--- config.mk ---
export PLATFORM = sky130hd
export DESIGN_NAME = axi_mm_outstanding_limiter_flat
export DESIGN_NICKNAME = d
export VERILOG_FILES = /design/src/rtl/axi_mm_outstanding_limiter_if.sv /design/src/rtl/axi_mm_outstanding_limiter.sv /design/src/flat_wrapper.sv
export SDC_FILE = /design/constraint.sdc
export NUM_CORES = 1
export LEC_CHECK = 0
export CAP_MARGIN = 10
export CORE_AREA = 4 4 209 211
export DETAILED_ROUTE_END_ITERATION = 16
export DIE_AREA = 0 0 213 215
export SYNTH_ARGS = -nofsm -noshare
export SYNTH_HDL_FRONTEND = slang
export SYNTH_SLANG_ARGS = --single-unit
--- constraint.sdc ---
create_clock -name clk -period 8.3 [get_ports clk]
set_input_delay 1.245 -clock clk [delete_from_list [all_inputs] [get_ports clk]]
set_output_delay 1.245 -clock clk [all_outputs]
set_load 0.05 [all_outputs]
--- src/rtl/axi_mm_outstanding_limiter_if.sv ---
// AXI memory-mapped bus bundle (AW/W/B/AR/R plus clock/reset) shared by
// the limiter's upstream and downstream sides.
interface ofs_axi_mm_if #(
  parameter int ADDR_W = 32,
  parameter int DATA_W = 64,
  parameter int ID_W   = 4
);
  logic                clk;
  logic                rst_n;

  logic                awvalid;
  logic                awready;
  logic [ID_W-1:0]     awid;
  logic [ADDR_W-1:0]   awaddr;
  logic [7:0]          awlen;
  logic [2:0]          awsize;
  logic [1:0]          awburst;

  logic                wvalid;
  logic                wready;
  logic [DATA_W-1:0]   wdata;
  logic [DATA_W/8-1:0] wstrb;
  logic                wlast;

  logic                bvalid;
  logic                bready;
  logic [ID_W-1:0]     bid;
  logic [1:0]          bresp;

  logic                arvalid;
  logic                arready;
  logic [ID_W-1:0]     arid;
  logic [ADDR_W-1:0]   araddr;
  logic [7:0]          arlen;
  logic [2:0]          arsize;
  logic [1:0]          arburst;

  logic                rvalid;
  logic                rready;
  logic [ID_W-1:0]     rid;
  logic [DATA_W-1:0]   rdata;
  logic [1:0]          rresp;
  logic                rlast;

  modport manager (
    output clk, rst_n,
    output awvalid, awid, awaddr, awlen, awsize, awburst, input awready,
    output wvalid, wdata, wstrb, wlast, input wready,
    input  bvalid, bid, bresp, output bready,
    output arvalid, arid, araddr, arlen, arsize, arburst, input arready,
    input  rvalid, rid, rdata, rresp, rlast, output rready
  );

  modport subordinate (
    input  clk, rst_n,
    input  awvalid, awid, awaddr, awlen, awsize, awburst, output awready,
    input  wvalid, wdata, wstrb, wlast, output wready,
    output bvalid, bid, bresp, input bready,
    input  arvalid, arid, araddr, arlen, arsize, arburst, output arready,
    output rvalid, rid, rdata, rresp, rlast, input rready
  );
endinterface

--- src/rtl/axi_mm_outstanding_limiter.sv ---
// Caps outstanding AXI write/read bursts and supports quiesce/drain.
// Optional AXI_MM_LIMITER_STATS_EN adds peak-occupancy outputs wr_peak/rd_peak.
module axi_mm_outstanding_limiter #(
  parameter int MAX_WR_OUTSTANDING = 16,
  parameter int MAX_RD_OUTSTANDING = 16
) (
  input  logic                    clk,
  input  logic                    rst,
  ofs_axi_mm_if.subordinate       s_if,
  ofs_axi_mm_if.manager           m_if,
  input  logic                    quiesce_req,
  output logic                    quiesced,
  output logic [7:0]              wr_outstanding,
  output logic [7:0]              rd_outstanding,
`ifdef AXI_MM_LIMITER_STATS_EN
  output logic [7:0]              wr_peak,
  output logic [7:0]              rd_peak,
`endif
  output logic                    err_underflow
);

  typedef enum logic [1:0] {ST_RUN, ST_DRAIN, ST_IDLE} state_t;

  localparam logic [7:0] LP_WR_MAX = 8'(MAX_WR_OUTSTANDING);
  localparam logic [7:0] LP_RD_MAX = 8'(MAX_RD_OUTSTANDING);

  state_t     r_state, w_state_nxt;
  logic [7:0] r_wr_cnt, r_rd_cnt, w_wr_cnt_nxt, w_rd_cnt_nxt;
  logic       r_err, w_wr_uf, w_rd_uf;
  logic       w_aw_allow, w_ar_allow;
  logic       w_aw_hs, w_ar_hs, w_b_hs, w_r_last_hs;

  assign m_if.clk   = clk;
  assign m_if.rst_n = ~rst;

  assign w_aw_allow = (r_state == ST_RUN) && (r_wr_cnt < LP_WR_MAX);
  assign w_ar_allow = (r_state == ST_RUN) && (r_rd_cnt < LP_RD_MAX);

  assign m_if.awvalid = s_if.awvalid & w_aw_allow;
  assign s_if.awready = m_if.awready & w_aw_allow;
  assign m_if.awid    = s_if.awid;
  assign m_if.awaddr  = s_if.awaddr;
  assign m_if.awlen   = s_if.awlen;
  assign m_if.awsize  = s_if.awsize;
  assign m_if.awburst = s_if.awburst;

  assign m_if.wvalid  = s_if.wvalid;
  assign s_if.wready  = m_if.wready;
  assign m_if.wdata   = s_if.wdata;
  assign m_if.wstrb   = s_if.wstrb;
  assign m_if.wlast   = s_if.wlast;

  assign s_if.bvalid  = m_if.bvalid;
  assign m_if.bready  = s_if.bready;
  assign s_if.bid     = m_if.bid;
  assign s_if.bresp   = m_if.bresp;

  assign m_if.arvalid = s_if.arvalid & w_ar_allow;
  assign s_if.arready = m_if.arready & w_ar_allow;
  assign m_if.arid    = s_if.arid;
  assign m_if.araddr  = s_if.araddr;
  assign m_if.arlen   = s_if.arlen;
  assign m_if.arsize  = s_if.arsize;
  assign m_if.arburst = s_if.arburst;

  assign s_if.rvalid  = m_if.rvalid;
  assign m_if.rready  = s_if.rready;
  assign s_if.rid     = m_if.rid;
  assign s_if.rdata   = m_if.rdata;
  assign s_if.rresp   = m_if.rresp;
  assign s_if.rlast   = m_if.rlast;

  assign w_aw_hs     = s_if.awvalid & m_if.awready & w_aw_allow;
  assign w_ar_hs     = s_if.arvalid & m_if.arready & w_ar_allow;
  assign w_b_hs      = m_if.bvalid & s_if.bready;
  assign w_r_last_hs = m_if.rvalid & s_if.rready & m_if.rlast;

  always_comb begin
    w_wr_cnt_nxt = r_wr_cnt;
    w_rd_cnt_nxt = r_rd_cnt;
    w_wr_uf      = 1'b0;
    w_rd_uf      = 1'b0;
    if (w_aw_hs && !w_b_hs) begin
      w_wr_cnt_nxt = r_wr_cnt + 8'd1;
    end else if (!w_aw_hs && w_b_hs) begin
      if (r_wr_cnt == 8'd0) w_wr_uf = 1'b1;
      else                  w_wr_cnt_nxt = r_wr_cnt - 8'd1;
    end
    if (w_ar_hs && !w_r_last_hs) begin
      w_rd_cnt_nxt = r_rd_cnt + 8'd1;
    end else if (!w_ar_hs && w_r_last_hs) begin
      if (r_rd_cnt == 8'd0) w_rd_uf = 1'b1;
      else                  w_rd_cnt_nxt = r_rd_cnt - 8'd1;
    end
  end

  // A handshake accepted in the cycle quiesce rises still counts, so going
  // straight to IDLE additionally requires that nothing is being accepted now.
  always_comb begin
    w_state_nxt = r_state;
    unique case (r_state)
      ST_RUN: begin
        if (quiesce_req) begin
          if (r_wr_cnt == 8'd0 && r_rd_cnt == 8'd0 && !w_aw_hs && !w_ar_hs)
            w_state_nxt = ST_IDLE;
          else
            w_state_nxt = ST_DRAIN;
        end
      end
      ST_DRAIN: begin
        if (!quiesce_req)
          w_state_nxt = ST_RUN;
        else if (r_wr_cnt == 8'd0 && r_rd_cnt == 8'd0)
          w_state_nxt = ST_IDLE;
      end
      ST_IDLE: begin
        if (!quiesce_req) w_state_nxt = ST_RUN;
      end
      default: w_state_nxt = ST_RUN;
    endcase
  end

  always_ff @(posedge clk or posedge rst) begin
    if (rst) begin
      r_state  <= ST_RUN;
      r_wr_cnt <= 8'd0;
      r_rd_cnt <= 8'd0;
      r_err    <= 1'b0;
    end else begin
      r_state  <= w_state_nxt;
      r_wr_cnt <= w_wr_cnt_nxt;
      r_rd_cnt <= w_rd_cnt_nxt;
      r_err    <= r_err | w_wr_uf | w_rd_uf;
    end
  end

  assign quiesced       = (r_state == ST_IDLE);
  assign wr_outstanding = r_wr_cnt;
  assign rd_outstanding = r_rd_cnt;
  assign err_underflow  = r_err;

`ifdef AXI_MM_LIMITER_STATS_EN
  logic [7:0] r_wr_peak, r_rd_peak;

  // Peaks follow the registered counts, so they lag a count change by a cycle.
  always_ff @(posedge clk or posedge rst) begin
    if (rst) begin
      r_wr_peak <= 8'd0;
      r_rd_peak <= 8'd0;
    end else begin
      if (r_wr_cnt > r_wr_peak) r_wr_peak <= r_wr_cnt;
      if (r_rd_cnt > r_rd_peak) r_rd_peak <= r_rd_cnt;
    end
  end

  assign wr_peak = r_wr_peak;
  assign rd_peak = r_rd_peak;
`endif

endmodule

--- src/flat_wrapper.sv ---
// flat-port wrapper written by rule: the top's interface ports become plain ports
module axi_mm_outstanding_limiter_flat 
#(
  parameter int MAX_WR_OUTSTANDING = 16,
  parameter int MAX_RD_OUTSTANDING = 16
)
  (clk, rst, quiesce_req, quiesced, wr_outstanding, rd_outstanding, err_underflow, s_if_clk, s_if_rst_n, s_if_awvalid, s_if_awid, s_if_awaddr, s_if_awlen, s_if_awsize, s_if_awburst, s_if_awready, s_if_wvalid, s_if_wdata, s_if_wstrb, s_if_wlast, s_if_wready, s_if_bvalid, s_if_bid, s_if_bresp, s_if_bready, s_if_arvalid, s_if_arid, s_if_araddr, s_if_arlen, s_if_arsize, s_if_arburst, s_if_arready, s_if_rvalid, s_if_rid, s_if_rdata, s_if_rresp, s_if_rlast, s_if_rready, m_if_clk, m_if_rst_n, m_if_awvalid, m_if_awid, m_if_awaddr, m_if_awlen, m_if_awsize, m_if_awburst, m_if_awready, m_if_wvalid, m_if_wdata, m_if_wstrb, m_if_wlast, m_if_wready, m_if_bvalid, m_if_bid, m_if_bresp, m_if_bready, m_if_arvalid, m_if_arid, m_if_araddr, m_if_arlen, m_if_arsize, m_if_arburst, m_if_arready, m_if_rvalid, m_if_rid, m_if_rdata, m_if_rresp, m_if_rlast, m_if_rready);
  ofs_axi_mm_if s_if_i ();
  ofs_axi_mm_if m_if_i ();
  input  logic clk;
  input  logic rst;
  input  logic quiesce_req;
  output logic quiesced;
  output logic [7:0] wr_outstanding;
  output logic [7:0] rd_outstanding;
  output logic err_underflow;
  input wire logic [$bits(s_if_i.clk)-1:0] s_if_clk;
  input wire logic [$bits(s_if_i.rst_n)-1:0] s_if_rst_n;
  input wire logic [$bits(s_if_i.awvalid)-1:0] s_if_awvalid;
  input wire logic [$bits(s_if_i.awid)-1:0] s_if_awid;
  input wire logic [$bits(s_if_i.awaddr)-1:0] s_if_awaddr;
  input wire logic [$bits(s_if_i.awlen)-1:0] s_if_awlen;
  input wire logic [$bits(s_if_i.awsize)-1:0] s_if_awsize;
  input wire logic [$bits(s_if_i.awburst)-1:0] s_if_awburst;
  output wire logic [$bits(s_if_i.awready)-1:0] s_if_awready;
  input wire logic [$bits(s_if_i.wvalid)-1:0] s_if_wvalid;
  input wire logic [$bits(s_if_i.wdata)-1:0] s_if_wdata;
  input wire logic [$bits(s_if_i.wstrb)-1:0] s_if_wstrb;
  input wire logic [$bits(s_if_i.wlast)-1:0] s_if_wlast;
  output wire logic [$bits(s_if_i.wready)-1:0] s_if_wready;
  output wire logic [$bits(s_if_i.bvalid)-1:0] s_if_bvalid;
  output wire logic [$bits(s_if_i.bid)-1:0] s_if_bid;
  output wire logic [$bits(s_if_i.bresp)-1:0] s_if_bresp;
  input wire logic [$bits(s_if_i.bready)-1:0] s_if_bready;
  input wire logic [$bits(s_if_i.arvalid)-1:0] s_if_arvalid;
  input wire logic [$bits(s_if_i.arid)-1:0] s_if_arid;
  input wire logic [$bits(s_if_i.araddr)-1:0] s_if_araddr;
  input wire logic [$bits(s_if_i.arlen)-1:0] s_if_arlen;
  input wire logic [$bits(s_if_i.arsize)-1:0] s_if_arsize;
  input wire logic [$bits(s_if_i.arburst)-1:0] s_if_arburst;
  output wire logic [$bits(s_if_i.arready)-1:0] s_if_arready;
  output wire logic [$bits(s_if_i.rvalid)-1:0] s_if_rvalid;
  output wire logic [$bits(s_if_i.rid)-1:0] s_if_rid;
  output wire logic [$bits(s_if_i.rdata)-1:0] s_if_rdata;
  output wire logic [$bits(s_if_i.rresp)-1:0] s_if_rresp;
  output wire logic [$bits(s_if_i.rlast)-1:0] s_if_rlast;
  input wire logic [$bits(s_if_i.rready)-1:0] s_if_rready;
  output wire logic [$bits(m_if_i.clk)-1:0] m_if_clk;
  output wire logic [$bits(m_if_i.rst_n)-1:0] m_if_rst_n;
  output wire logic [$bits(m_if_i.awvalid)-1:0] m_if_awvalid;
  output wire logic [$bits(m_if_i.awid)-1:0] m_if_awid;
  output wire logic [$bits(m_if_i.awaddr)-1:0] m_if_awaddr;
  output wire logic [$bits(m_if_i.awlen)-1:0] m_if_awlen;
  output wire logic [$bits(m_if_i.awsize)-1:0] m_if_awsize;
  output wire logic [$bits(m_if_i.awburst)-1:0] m_if_awburst;
  input wire logic [$bits(m_if_i.awready)-1:0] m_if_awready;
  output wire logic [$bits(m_if_i.wvalid)-1:0] m_if_wvalid;
  output wire logic [$bits(m_if_i.wdata)-1:0] m_if_wdata;
  output wire logic [$bits(m_if_i.wstrb)-1:0] m_if_wstrb;
  output wire logic [$bits(m_if_i.wlast)-1:0] m_if_wlast;
  input wire logic [$bits(m_if_i.wready)-1:0] m_if_wready;
  input wire logic [$bits(m_if_i.bvalid)-1:0] m_if_bvalid;
  input wire logic [$bits(m_if_i.bid)-1:0] m_if_bid;
  input wire logic [$bits(m_if_i.bresp)-1:0] m_if_bresp;
  output wire logic [$bits(m_if_i.bready)-1:0] m_if_bready;
  output wire logic [$bits(m_if_i.arvalid)-1:0] m_if_arvalid;
  output wire logic [$bits(m_if_i.arid)-1:0] m_if_arid;
  output wire logic [$bits(m_if_i.araddr)-1:0] m_if_araddr;
  output wire logic [$bits(m_if_i.arlen)-1:0] m_if_arlen;
  output wire logic [$bits(m_if_i.arsize)-1:0] m_if_arsize;
  output wire logic [$bits(m_if_i.arburst)-1:0] m_if_arburst;
  input wire logic [$bits(m_if_i.arready)-1:0] m_if_arready;
  input wire logic [$bits(m_if_i.rvalid)-1:0] m_if_rvalid;
  input wire logic [$bits(m_if_i.rid)-1:0] m_if_rid;
  input wire logic [$bits(m_if_i.rdata)-1:0] m_if_rdata;
  input wire logic [$bits(m_if_i.rresp)-1:0] m_if_rresp;
  input wire logic [$bits(m_if_i.rlast)-1:0] m_if_rlast;
  output wire logic [$bits(m_if_i.rready)-1:0] m_if_rready;
  assign s_if_i.clk = s_if_clk;
  assign s_if_i.rst_n = s_if_rst_n;
  assign s_if_i.awvalid = s_if_awvalid;
  assign s_if_i.awid = s_if_awid;
  assign s_if_i.awaddr = s_if_awaddr;
  assign s_if_i.awlen = s_if_awlen;
  assign s_if_i.awsize = s_if_awsize;
  assign s_if_i.awburst = s_if_awburst;
  assign s_if_awready = s_if_i.awready;
  assign s_if_i.wvalid = s_if_wvalid;
  assign s_if_i.wdata = s_if_wdata;
  assign s_if_i.wstrb = s_if_wstrb;
  assign s_if_i.wlast = s_if_wlast;
  assign s_if_wready = s_if_i.wready;
  assign s_if_bvalid = s_if_i.bvalid;
  assign s_if_bid = s_if_i.bid;
  assign s_if_bresp = s_if_i.bresp;
  assign s_if_i.bready = s_if_bready;
  assign s_if_i.arvalid = s_if_arvalid;
  assign s_if_i.arid = s_if_arid;
  assign s_if_i.araddr = s_if_araddr;
  assign s_if_i.arlen = s_if_arlen;
  assign s_if_i.arsize = s_if_arsize;
  assign s_if_i.arburst = s_if_arburst;
  assign s_if_arready = s_if_i.arready;
  assign s_if_rvalid = s_if_i.rvalid;
  assign s_if_rid = s_if_i.rid;
  assign s_if_rdata = s_if_i.rdata;
  assign s_if_rresp = s_if_i.rresp;
  assign s_if_rlast = s_if_i.rlast;
  assign s_if_i.rready = s_if_rready;
  assign m_if_clk = m_if_i.clk;
  assign m_if_rst_n = m_if_i.rst_n;
  assign m_if_awvalid = m_if_i.awvalid;
  assign m_if_awid = m_if_i.awid;
  assign m_if_awaddr = m_if_i.awaddr;
  assign m_if_awlen = m_if_i.awlen;
  assign m_if_awsize = m_if_i.awsize;
  assign m_if_awburst = m_if_i.awburst;
  assign m_if_i.awready = m_if_awready;
  assign m_if_wvalid = m_if_i.wvalid;
  assign m_if_wdata = m_if_i.wdata;
  assign m_if_wstrb = m_if_i.wstrb;
  assign m_if_wlast = m_if_i.wlast;
  assign m_if_i.wready = m_if_wready;
  assign m_if_i.bvalid = m_if_bvalid;
  assign m_if_i.bid = m_if_bid;
  assign m_if_i.bresp = m_if_bresp;
  assign m_if_bready = m_if_i.bready;
  assign m_if_arvalid = m_if_i.arvalid;
  assign m_if_arid = m_if_i.arid;
  assign m_if_araddr = m_if_i.araddr;
  assign m_if_arlen = m_if_i.arlen;
  assign m_if_arsize = m_if_i.arsize;
  assign m_if_arburst = m_if_i.arburst;
  assign m_if_i.arready = m_if_arready;
  assign m_if_i.rvalid = m_if_rvalid;
  assign m_if_i.rid = m_if_rid;
  assign m_if_i.rdata = m_if_rdata;
  assign m_if_i.rresp = m_if_rresp;
  assign m_if_i.rlast = m_if_rlast;
  assign m_if_rready = m_if_i.rready;
  axi_mm_outstanding_limiter #(.MAX_WR_OUTSTANDING(MAX_WR_OUTSTANDING), .MAX_RD_OUTSTANDING(MAX_RD_OUTSTANDING)) u_core (.clk(clk), .rst(rst), .s_if(s_if_i), .m_if(m_if_i), .quiesce_req(quiesce_req), .quiesced(quiesced), .wr_outstanding(wr_outstanding), .rd_outstanding(rd_outstanding), .err_underflow(err_underflow));
endmodule
# == Yosys cells after proc, flatten, opt, wreduce, memory -nomap -nowiden ==
# Index checks and enable logic that the tools add are counted.
# totals
ff_bits,19
latchBits,0
ramBits,0
mem_bits_ro,0
input_bits,263
output_inout_bits,278
elab_cells,70
n_memories,0
# op_classes
n_addsub,4
n_mul,0
div,0
n_lt_le_gt_ge,2
n_eq_ne,7
shift,0
n_mux,18
n_bitwise,14
n_reduce_logical,21
# op_table
cell,n
8-bit two-way mux,6
"8-bit by 1-bit adder with 8-bit output, second input constant",2
8-bit zero test,2
"8-bit by 5-bit less-than comparator with 1-bit output, second input constant",2
"8-bit by 1-bit subtractor with 8-bit output, second input constant",2
1-bit AND,11
2-bit two-way mux,5
1-bit logical AND,9
1-bit two-way mux,6
2-bit case mux with 3 select lines,1
1-bit zero test,4
"2-bit by 1-bit != test with 1-bit output, second input constant",2
"2-bit != test, second input constant",2
2-bit AND reduction,2
2-bit nonzero test,2
"3-bit by 2-bit != test with 1-bit output, second input constant",1
3-bit AND reduction,1
"2-bit by 1-bit == test with 1-bit output, second input constant",1
"2-bit == test, second input constant",1
2-bit zero test,1
1-bit bitwise OR,2
1-bit NOT,1

# == Logic depth before layout (Yosys ltp) ==
# Gate-level depths: netlist of run 1.
# depth
word_depth,9
depth_mapped,12
ltp_nobuf,12

==> results of run 1 <==
## layer usage
metal / global-route usage (%) / up-vias / share of wire, %
li1: - / 653 / -
met5: 0 / - / 0
met2: 6.56 / 222 / 41
met4: 6.81 / 0 / 15
met3: 4.30 / 154 / 20
met1: 3.08 / 720 / 23
## power by group
part           internal [mW]  total [mW]  switching, mW
combinational          0.232       0.596          0.363
sequential             0.133       0.192         0.0589
clock                  0.134       0.205         0.0706
## sequential cells by signal, indices dropped and copies added, names as in the netlist
signal	cells
u_core.rd_outstanding	8
u_core.wr_outstanding	8
u_core.err_underflow	1
u_core.r_state	2
## metrics by stage
step                      hold WS, ns  instance area (µm²)  utilization (%)  std cells
after floorplan                 0.521                 3370                -        410
after global placement          0.456                 2520             6.04        733
after detailed placement        0.453                 2520             6.04        733
after CTS                       0.472                 2680             6.41        740
after global routing            0.492                 2680             6.41        740
final                           0.472                 2680             6.41        740
## worst min path at each step
stage                               from                   end  cells past startpoint
CTS                 u_core.err_underflow  u_core.err_underflow                      1
detailed placement  u_core.err_underflow  u_core.err_underflow                      1
finish              u_core.err_underflow  u_core.err_underflow                      1
global route        u_core.err_underflow  u_core.err_underflow                      1
global placement    u_core.err_underflow  u_core.err_underflow                      1
floorplan              u_core.r_state[1]     u_core.r_state[0]                      2
## Yosys cell counts (2+ instances only)
master,n
o21ai_0,14
buf_4,255
nor3_1,3
a21oi_1,5
nand2_1,16
o31ai_1,2
a211oi_1,4
o21a_1,3
or4_4,2
o21bai_1,2
inv_1,10
a21o_1,2
fa_1,2
xnor2_1,5
a31oi_1,2
nor2_1,8
nand2b_1,4
nor4_1,5
mux2i_1,2
ha_1,17
and3_1,5
xor2_1,6
nand3_1,2
dfrtp_1,19
## critical path, stage by stage
cell and delay, ns:
clkbuf_16 0.12, clkbuf_16 0.12, clkdlybuf4s50_1 0.69
## logic make-up after synthesis
kind of cell	Yosys count	synth area share, %
buf+inv	268	58.5
simple gates	49	7.58
compound gates	40	8.13
fa+ha+maj	19	7.50
flops	19	14.1
xor+xnor	11	2.86
mux	4	1.26
## area by class of cell
| cell class | count | area (µm²) |
|---|---|---|
| Timing Repair Buffer | 41 | 405 |
| Sequential cell | 19 | 475 |
| Fill cell | 4854 | 39100 |
| Clock inverter | 1 | 5.00 |
| Multi-Input combinational cell | 123 | 921 |
| Tap cell | 539 | 674 |
| Inverter | 10 | 37.5 |
| Clock buffer | 7 | 160 |
==> flow_metrics.env, run 1 <==
export IMPL_status="finished clean"
export IMPL_synth_ff_latch_count=19
export IMPL_p_per_area_nw_per_um2=371
export IMPL_r2r_cells=12
export IMPL_ctsResizeCount=0
export IMPL_drt_iter0_markers=49
export IMPL_netlist_instances=410
export IMPL_maxCapViolCount=0
export IMPL_fp_dieArea_um2=45800
export IMPL_mostFrequentLayoutCells="clkdlybuf4s50_1 (40), dfrtp_1 (19), ha_1 (17), nand2_1 (16), o21ai_0 (14)"
export IMPL_peakVddDrop_uv=114
export IMPL_setup_viol=0
export IMPL_crit_path_max_fanout=2
export IMPL_yosys_area_top_type="buf_4"
export IMPL_path_class="clk2out"
export IMPL_die_y_um=215
export IMPL_syn_nets=692
export IMPL_num_antenna_cells=0
export IMPL_syn_area_um2=3370
export IMPL_synth_edf_count=0
export IMPL_startpoint="clk"
export IMPL_initial_core_util_pct=8.07
export IMPL_clkTransAtPathRegs_ns=0.06
export IMPL_synth_seq_area_share_pct=14.1
export IMPL_post_place_ws_ns=2.23
export IMPL_ioPinCount=541
export IMPL_core_um2=41800
export IMPL_via_per_inst=2.36
export IMPL_avgSynthCellArea_um2=8.22
export IMPL_setup_slack_ns=1.97
export IMPL_grt_max_degree=21
export IMPL_total_power_mw=0.993
export IMPL_cp_arrival_ns=5.08
export IMPL_post_drt_wl_per_cell_um=15.4
export IMPL_finalHoldViolations=0
export IMPL_endpoint_kind="primary output"
export IMPL_dp_hpwl_mm=9.54
export IMPL_worst_clock_skew_ns=0.00380
export IMPL_r2r_end="u_core.rd_outstanding[7]"
export IMPL_yosys_warnings=0
export IMPL_firstDrtPassIters=4
export IMPL_rr_startpoint="u_core.rd_outstanding[6]"
export IMPL_grt_pass1_vias=1941
export IMPL_portBuffers=40
export IMPL_rsz0062_at_grt="false"
export IMPL_clkLatencyLatePin_ns=0.37
export IMPL_hold_buffers=0
export IMPL_slew_headroom_pct=57.2
export IMPL_yosysUniqueCellTypes=39
export IMPL_synth_ff_type="dfrtp_1"
export IMPL_power_leakage_nw=0.897
export IMPL_mostFrequentLayoutCell="clkdlybuf4s50_1"
export IMPL_grt_overflow_total=0
export IMPL_maxSlewViolCount=0
export IMPL_start_kind="clock port"
export IMPL_worst_pin_slew_ns=0.641
export IMPL_grt_pass1_wl_mm=14.6
export IMPL_antenna_found_initial=1
export IMPL_cts_tree="done"
export IMPL_gp_congestion=0.685
export IMPL_async_reset_ff_share_pct=100
export IMPL_fin_setup_tns_ns=0
export IMPL_r2r_setup_slack_ns=4.79
export IMPL_track_usage_pct=4.76
export IMPL_vias=1749
export IMPL_rows=75
export IMPL_die_w_um=213
export IMPL_final_net_count=484
export IMPL_cp_data_required_time_ns=7.05
export IMPL_drt_wl_total_mm=11.4
export IMPL_endpoint="m_if_clk"
export IMPL_yosysTopAreaCellShare_pct=56.8
export IMPL_drc_errors=0
export IMPL_ant_nets=0
export IMPL_min_path_type="reg2reg"
export IMPL_post_cts_setup_buffers=0
export IMPL_layout_drive_gt1_share_pct=8.46
export IMPL_synth_area_leaders="buf_4 (57%), dfrtp_1 (14%), ha_1 (6.3%)"
export IMPL_area_delta_synth_final_pct=-20.5
No activity file was read; power rests on OpenSTA's default activity.
==> inputs of run 2 (changes only) <==
==> constraint.sdc (replaced) <==
create_clock -name clk -period 5.7 [get_ports clk]
set_input_delay 0.855 -clock clk [delete_from_list [all_inputs] [get_ports clk]]
set_output_delay 0.855 -clock clk [all_outputs]
set_load 0.05 [all_outputs]
==> run 2 against run 1 <==
  * Routed wire length decreased by 0.66%
  * Final cell count unchanged
  * Power increased by 45%
  * Count of clock-buffer cells in the layout unchanged
==> flow_metrics.env, run 2 (synthesis gave the netlist of run 1 again) <==
export IMPL_status="finished clean"
export IMPL_cpPeakStageDelay_ns=0.69
export IMPL_startpoint="clk"
export IMPL_postLayoutCoreUtil_pct=6.41
export IMPL_post_cts_setup_buffers=0
export IMPL_core_um2=41800
export IMPL_layout_drive_gt1_share_pct=8.46
export IMPL_path_class="clk2out"
export IMPL_cp_data_required_time_ns=4.85
export IMPL_grt_overflow_total=0
export IMPL_area_delta_synth_final_pct=-20.5
export IMPL_cp_arrival_ns=3.78
export IMPL_post_drt_wl_per_cell_um=15.3
export IMPL_clkLatencyLatePin_ns=0.37
export IMPL_power_leakage_nw=0.897
export IMPL_finalHoldViolations=0
export IMPL_cp_top_family="buffers and inverters"
export IMPL_setup_viol=0
export IMPL_track_usage_pct=4.71
export IMPL_fp_dieArea_um2=45800
export IMPL_worst_clock_skew_ns=0.00601
export IMPL_mostFrequentLayoutCell="clkdlybuf4s50_1"
export IMPL_rows=75
export IMPL_r2r_setup_slack_ns=2.27
export IMPL_ctsResizeCount=0
export IMPL_rsz0062_at_grt="false"
export IMPL_stdcell_count=740
export IMPL_r2r_cells=12
export IMPL_critPathSlowestCell="clkdlybuf4s50_1"
export IMPL_antenna_found_initial=1
export IMPL_p_per_area_nw_per_um2=537
export IMPL_grt_pass1_wl_mm=14.5
export IMPL_peakVddDrop_uv=160
export IMPL_drt_iter0_markers=60
export IMPL_worstPathCellList="clkbuf_16 > clkbuf_16 > clkdlybuf4s50_1"
export IMPL_hold_buffers=0
export IMPL_endpoint_kind="primary output"
export IMPL_fin_setup_tns_ns=0
export IMPL_ioPinCount=541
export IMPL_post_place_ws_ns=1.32
export IMPL_crit_buf_inv=3
export IMPL_rr_startpoint="u_core.rd_outstanding[5]"
export IMPL_num_antenna_cells=0
export IMPL_maxSlewViolCount=0
export IMPL_grt_max_degree=20
export IMPL_portBuffers=40
export IMPL_ant_nets=0
export IMPL_seqPwrFrac_pct=19.5
export IMPL_drc_errors=0
export IMPL_clkPwrFrac_pct=20.5
export IMPL_hold_end="u_core.err_underflow"
export IMPL_p_int_mw=0.727
export IMPL_crit_path_max_fanout=2
export IMPL_worst_pin_slew_ns=0.672
export IMPL_final_net_count=484
export IMPL_p_sw_share_pct=49.5
export IMPL_die_w_um=213
export IMPL_setup_slack_ns=1.06
export IMPL_firstDrtPassIters=4
export IMPL_vias=1727
export IMPL_r2r_end="u_core.rd_outstanding[7]"
export IMPL_start_kind="clock port"
export IMPL_cp_common_cell="clkbuf_16"
export IMPL_dpl_cell_count=733
export IMPL_gp_congestion=0.670
export IMPL_maxCapViolCount=0
export IMPL_initial_core_util_pct=8.07
export IMPL_grt_pass1_vias=1877
export IMPL_p_comb_share_pct=60.0
export IMPL_hp_start="u_core.err_underflow"
export IMPL_clkTransAtPathRegs_ns=0.06
export IMPL_drt_wl_total_mm=11.3
export IMPL_cts_tree="done"
export IMPL_slew_headroom_pct=55.1
export IMPL_via_per_inst=2.33
export IMPL_hold_depth=1
export IMPL_mostFrequentLayoutCells="clkdlybuf4s50_1 (40), dfrtp_1 (19), ha_1 (17), nand2_1 (16), o21ai_0 (14)"
export IMPL_min_path_type="reg2reg"
export IMPL_dp_hpwl_mm=9.56
export IMPL_switchingPower_mw=0.713
export IMPL_die_y_um=215
## run 2: cell counts in the layout (fill, tap and decap cells not counted)
Identical to the previous run, type by type.
## run 2: final cells by class
| class | instances | area (µm²) |
|---|---|---|
| Clock buffer | 7 | 160 |
| Clock inverter | 1 | 5.00 |
| Fill cell | 4884 | 39100 |
| Inverter | 10 | 37.5 |
| Multi-Input combinational cell | 123 | 921 |
| Sequential cell | 19 | 475 |
| Tap cell | 539 | 674 |
| Timing Repair Buffer | 41 | 405 |
## run 2: worst max path at each step
stage	slack (ns)	depth (start not counted)	endpoint
after global placement	1.32	1	m_if_clk
after CTS	1.05	3	m_if_clk
final	1.06	3	m_if_clk
after detailed placement	1.32	1	m_if_clk
after global routing	1.05	3	m_if_clk
after floorplan	1.83	1	m_if_clk
## run 2: power groups by stage
stage / sequential [mW] / combinational (mW) / clock [mW]
2_1_floorplan: 0.458 / 0.889 / 0.0378
3_3_place_gp: 0.282 / 0.866 / 0.0405
3_5_place_dp: 0.283 / 0.877 / 0.0405
4_1_cts: 0.282 / 0.880 / 0.305
5_1_grt: 0.294 / 0.940 / 0.314
6_report: 0.281 / 0.864 / 0.295
## run 2: metrics by stage
step	power [mW]	cell area (µm²)	hold slack [ns]
6_report	1.44	2680	0.475
5_1_grt	1.55	2680	0.501
4_1_cts	1.47	2680	0.474
3_5_place_dp	1.20	2520	0.454
3_3_place_gp	1.19	2520	0.458
2_1_floorplan	1.39	3370	0.521
## run 2: per-layer routing
metal	part of all wire (%)	up-vias	GRT usage, %	wire (µm)
met2	40	229	6.16	4510
met4	15	0	6.74	1700
met1	25	702	3.30	2790
met5	0	-	0	0
met3	21	144	4.32	2340
li1	-	652	-	-
## run 2: worst register-to-register path, cell delays in order (launching register included)
cell	delay, ns
dfrtp_1	0.45
nor4_1	0.46
and3_1	0.25
nand2_1	0.16
inv_1	0.10
ha_1	0.25
inv_1	0.19
ha_1	0.34
and3_1	0.19
a211oi_2	0.29
a221oi_2	0.12
mux2i_1	0.18
mux2_1	0.33
==> inputs of run 3 (changes only) <==
--- a/config.mk
+++ b/config.mk
@@ -6,9 +6,9 @@
 export NUM_CORES = 1
 export LEC_CHECK = 0
 export CAP_MARGIN = 10
-export CORE_AREA = 4 4 209 211
+export CORE_AREA = 4 4 206 208
 export DETAILED_ROUTE_END_ITERATION = 16
-export DIE_AREA = 0 0 213 215
+export DIE_AREA = 0 0 210 212
 export SYNTH_ARGS = -nofsm -noshare
 export SYNTH_HDL_FRONTEND = slang
 export SYNTH_SLANG_ARGS = --single-unit
==> constraint.sdc (replaced) <==
create_clock -name clk -period 4.49 [get_ports clk]
set_input_delay 0.6735 -clock clk [delete_from_list [all_inputs] [get_ports clk]]
set_output_delay 0.6735 -clock clk [all_outputs]
set_load 0.05 [all_outputs]
==> run 3 against run 2 <==
  * Design area down 0.33%
  * Non-clock buffer count unchanged
  * Routed wire length down 2.4%
  * Global-route usage about the same
  * Worst setup slack worse by 0.43 ns
  * Critical path type unchanged
  * Power up 27%
  * Register-to-register slack worse by 1.2 ns
  * Combinational power up 28%
  * Utilization up 0.17 points
  * Clock power up 26%
  * Sequential power up 23%
==> flow_metrics.env, run 3 (synthesis gave the netlist of run 1 again) <==
export IMPL_maxCapViolCount=0
export IMPL_r2r_setup_slack_ns=1.06
export IMPL_status="finished clean"
export IMPL_vias=1721
export IMPL_drc_errors=0
export IMPL_crit_path_max_fanout=2
export IMPL_cp_arrival_ns=3.18
export IMPL_fin_setup_tns_ns=0
export IMPL_power_leakage_nw=0.897
export IMPL_gp_congestion=0.677
export IMPL_dpl_cell_count=726
export IMPL_hold_depth=1
export IMPL_die_y_um=212
export IMPL_ctsResizeCount=0
export IMPL_p_per_area_nw_per_um2=685
export IMPL_finalHoldViolations=0
export IMPL_final_net_count=484
export IMPL_start_kind="clock port"
export IMPL_min_path_type="reg2reg"
export IMPL_post_cts_setup_buffers=0
export IMPL_clkTransAtPathRegs_ns=0.06
export IMPL_r2r_end="u_core.rd_outstanding[7]"
export IMPL_rsz0062_at_grt="false"
export IMPL_hold_buffers=0
export IMPL_drt_iter0_markers=48
export IMPL_p_sw_share_pct=49.4
export IMPL_endpoint_kind="primary output"
export IMPL_maxSlewViolCount=0
export IMPL_grt_max_degree=21
export IMPL_stdcell_count=733
export IMPL_grt_pass1_vias=1858
export IMPL_track_usage_pct=4.73
export IMPL_peakVddDrop_uv=199
export IMPL_setup_viol=0
export IMPL_clkLatencyLatePin_ns=0.37
export IMPL_hold_end="u_core.err_underflow"
export IMPL_grt_overflow_total=0
export IMPL_ioPinCount=541
export IMPL_cts_tree="done"
export IMPL_slew_headroom_pct=50.9
export IMPL_path_class="clk2out"
export IMPL_whs_ns=0.465
export IMPL_r2r_cells=12
export IMPL_seqPwrFrac_pct=19.0
export IMPL_switchingPower_mw=0.904
export IMPL_die_w_um=210
export IMPL_p_comb_share_pct=60.8
export IMPL_mostFrequentLayoutCells="clkdlybuf4s50_1 (40), dfrtp_1 (19), ha_1 (17), nand2_1 (16), o21ai_0 (14)"
export IMPL_dp_hpwl_mm=9.29
export IMPL_worst_clock_skew_ns=0.00167
export IMPL_drt_wl_total_mm=11.1
export IMPL_layout_drive_gt1_share_pct=8.46
export IMPL_worst_pin_slew_ns=0.734
export IMPL_cp_data_required_time_ns=3.82
export IMPL_firstDrtPassIters=4
export IMPL_via_per_inst=2.35
export IMPL_core_um2=40600
export IMPL_antenna_found_initial=1
export IMPL_p_int_mw=0.925
export IMPL_fp_dieArea_um2=44500
export IMPL_grt_pass1_wl_mm=14.2
export IMPL_clkPwrFrac_pct=20.3
export IMPL_hp_start="u_core.err_underflow"
export IMPL_ant_nets=0
export IMPL_mostFrequentLayoutCell="clkdlybuf4s50_1"
export IMPL_area_delta_synth_final_pct=-20.7
export IMPL_initial_core_util_pct=8.31
export IMPL_portBuffers=40
export IMPL_post_drt_wl_per_cell_um=15.1
export IMPL_rr_startpoint="u_core.rd_outstanding[5]"
export IMPL_num_antenna_cells=0
export IMPL_rows=74
[run 3: cell counts in the layout (fill, tap and decap cells not counted)]
Identical to the previous run, type by type.
[run 3: per-layer routing]
layer	vias to the layer above	wire, µm	track usage (%)
met5	-	64	0.862
met4	4	1480	6.30
met3	145	2380	4.46
met2	249	4660	6.74
met1	673	2490	2.98
li1	650	-	-
[run 3: final cells by class]
| class | instances | area, µm² |
|---|---|---|
| Clock buffer | 7 | 160 |
| Clock inverter | 1 | 5.00 |
| Fill cell | 4776 | 37900 |
| Inverter | 10 | 37.5 |
| Multi-Input combinational cell | 123 | 921 |
| Sequential cell | 19 | 475 |
| Tap cell | 532 | 666 |
| Timing Repair Buffer | 41 | 405 |
[run 3: through the flow]
stage          area (µm²)  setup slack [ns]  utilization, %  total power, mW
6_report             2670             0.632            6.58             1.83
5_1_grt              2670             0.612            6.58             1.99
4_1_cts              2670             0.624            6.58             1.87
3_5_place_dp         2510             0.888            6.20             1.53
3_3_place_gp         2510             0.899            6.20             1.51
2_1_floorplan        3370             0.926               -             1.76
[run 3: power groups by stage]
stage	registers, mW	clock network, mW	logic (mW)
6_report	0.347	0.371	1.11
5_1_grt	0.363	0.397	1.23
4_1_cts	0.351	0.385	1.14
3_5_place_dp	0.352	0.0514	1.13
3_3_place_gp	0.349	0.0514	1.11
2_1_floorplan	0.582	0.0480	1.13
[run 3: how the worst max path moves through the flow]
stage                                  start                        to  slack, ns  cells after the start
finish                                   clk                  m_if_clk       0.63                      3
global route                             clk                  m_if_clk       0.61                      3
CTS                                      clk                  m_if_clk       0.62                      3
detailed placement              m_if_arready  u_core.rd_outstanding[7]       0.89                     12
global placement                         clk                  m_if_clk       0.90                      1
floorplan           u_core.wr_outstanding[7]  u_core.wr_outstanding[7]       0.93                     12
[run 3: critical path: stages]
cell and delay, ns:
clkbuf_16 0.12, clkbuf_16 0.13, clkdlybuf4s50_1 0.69
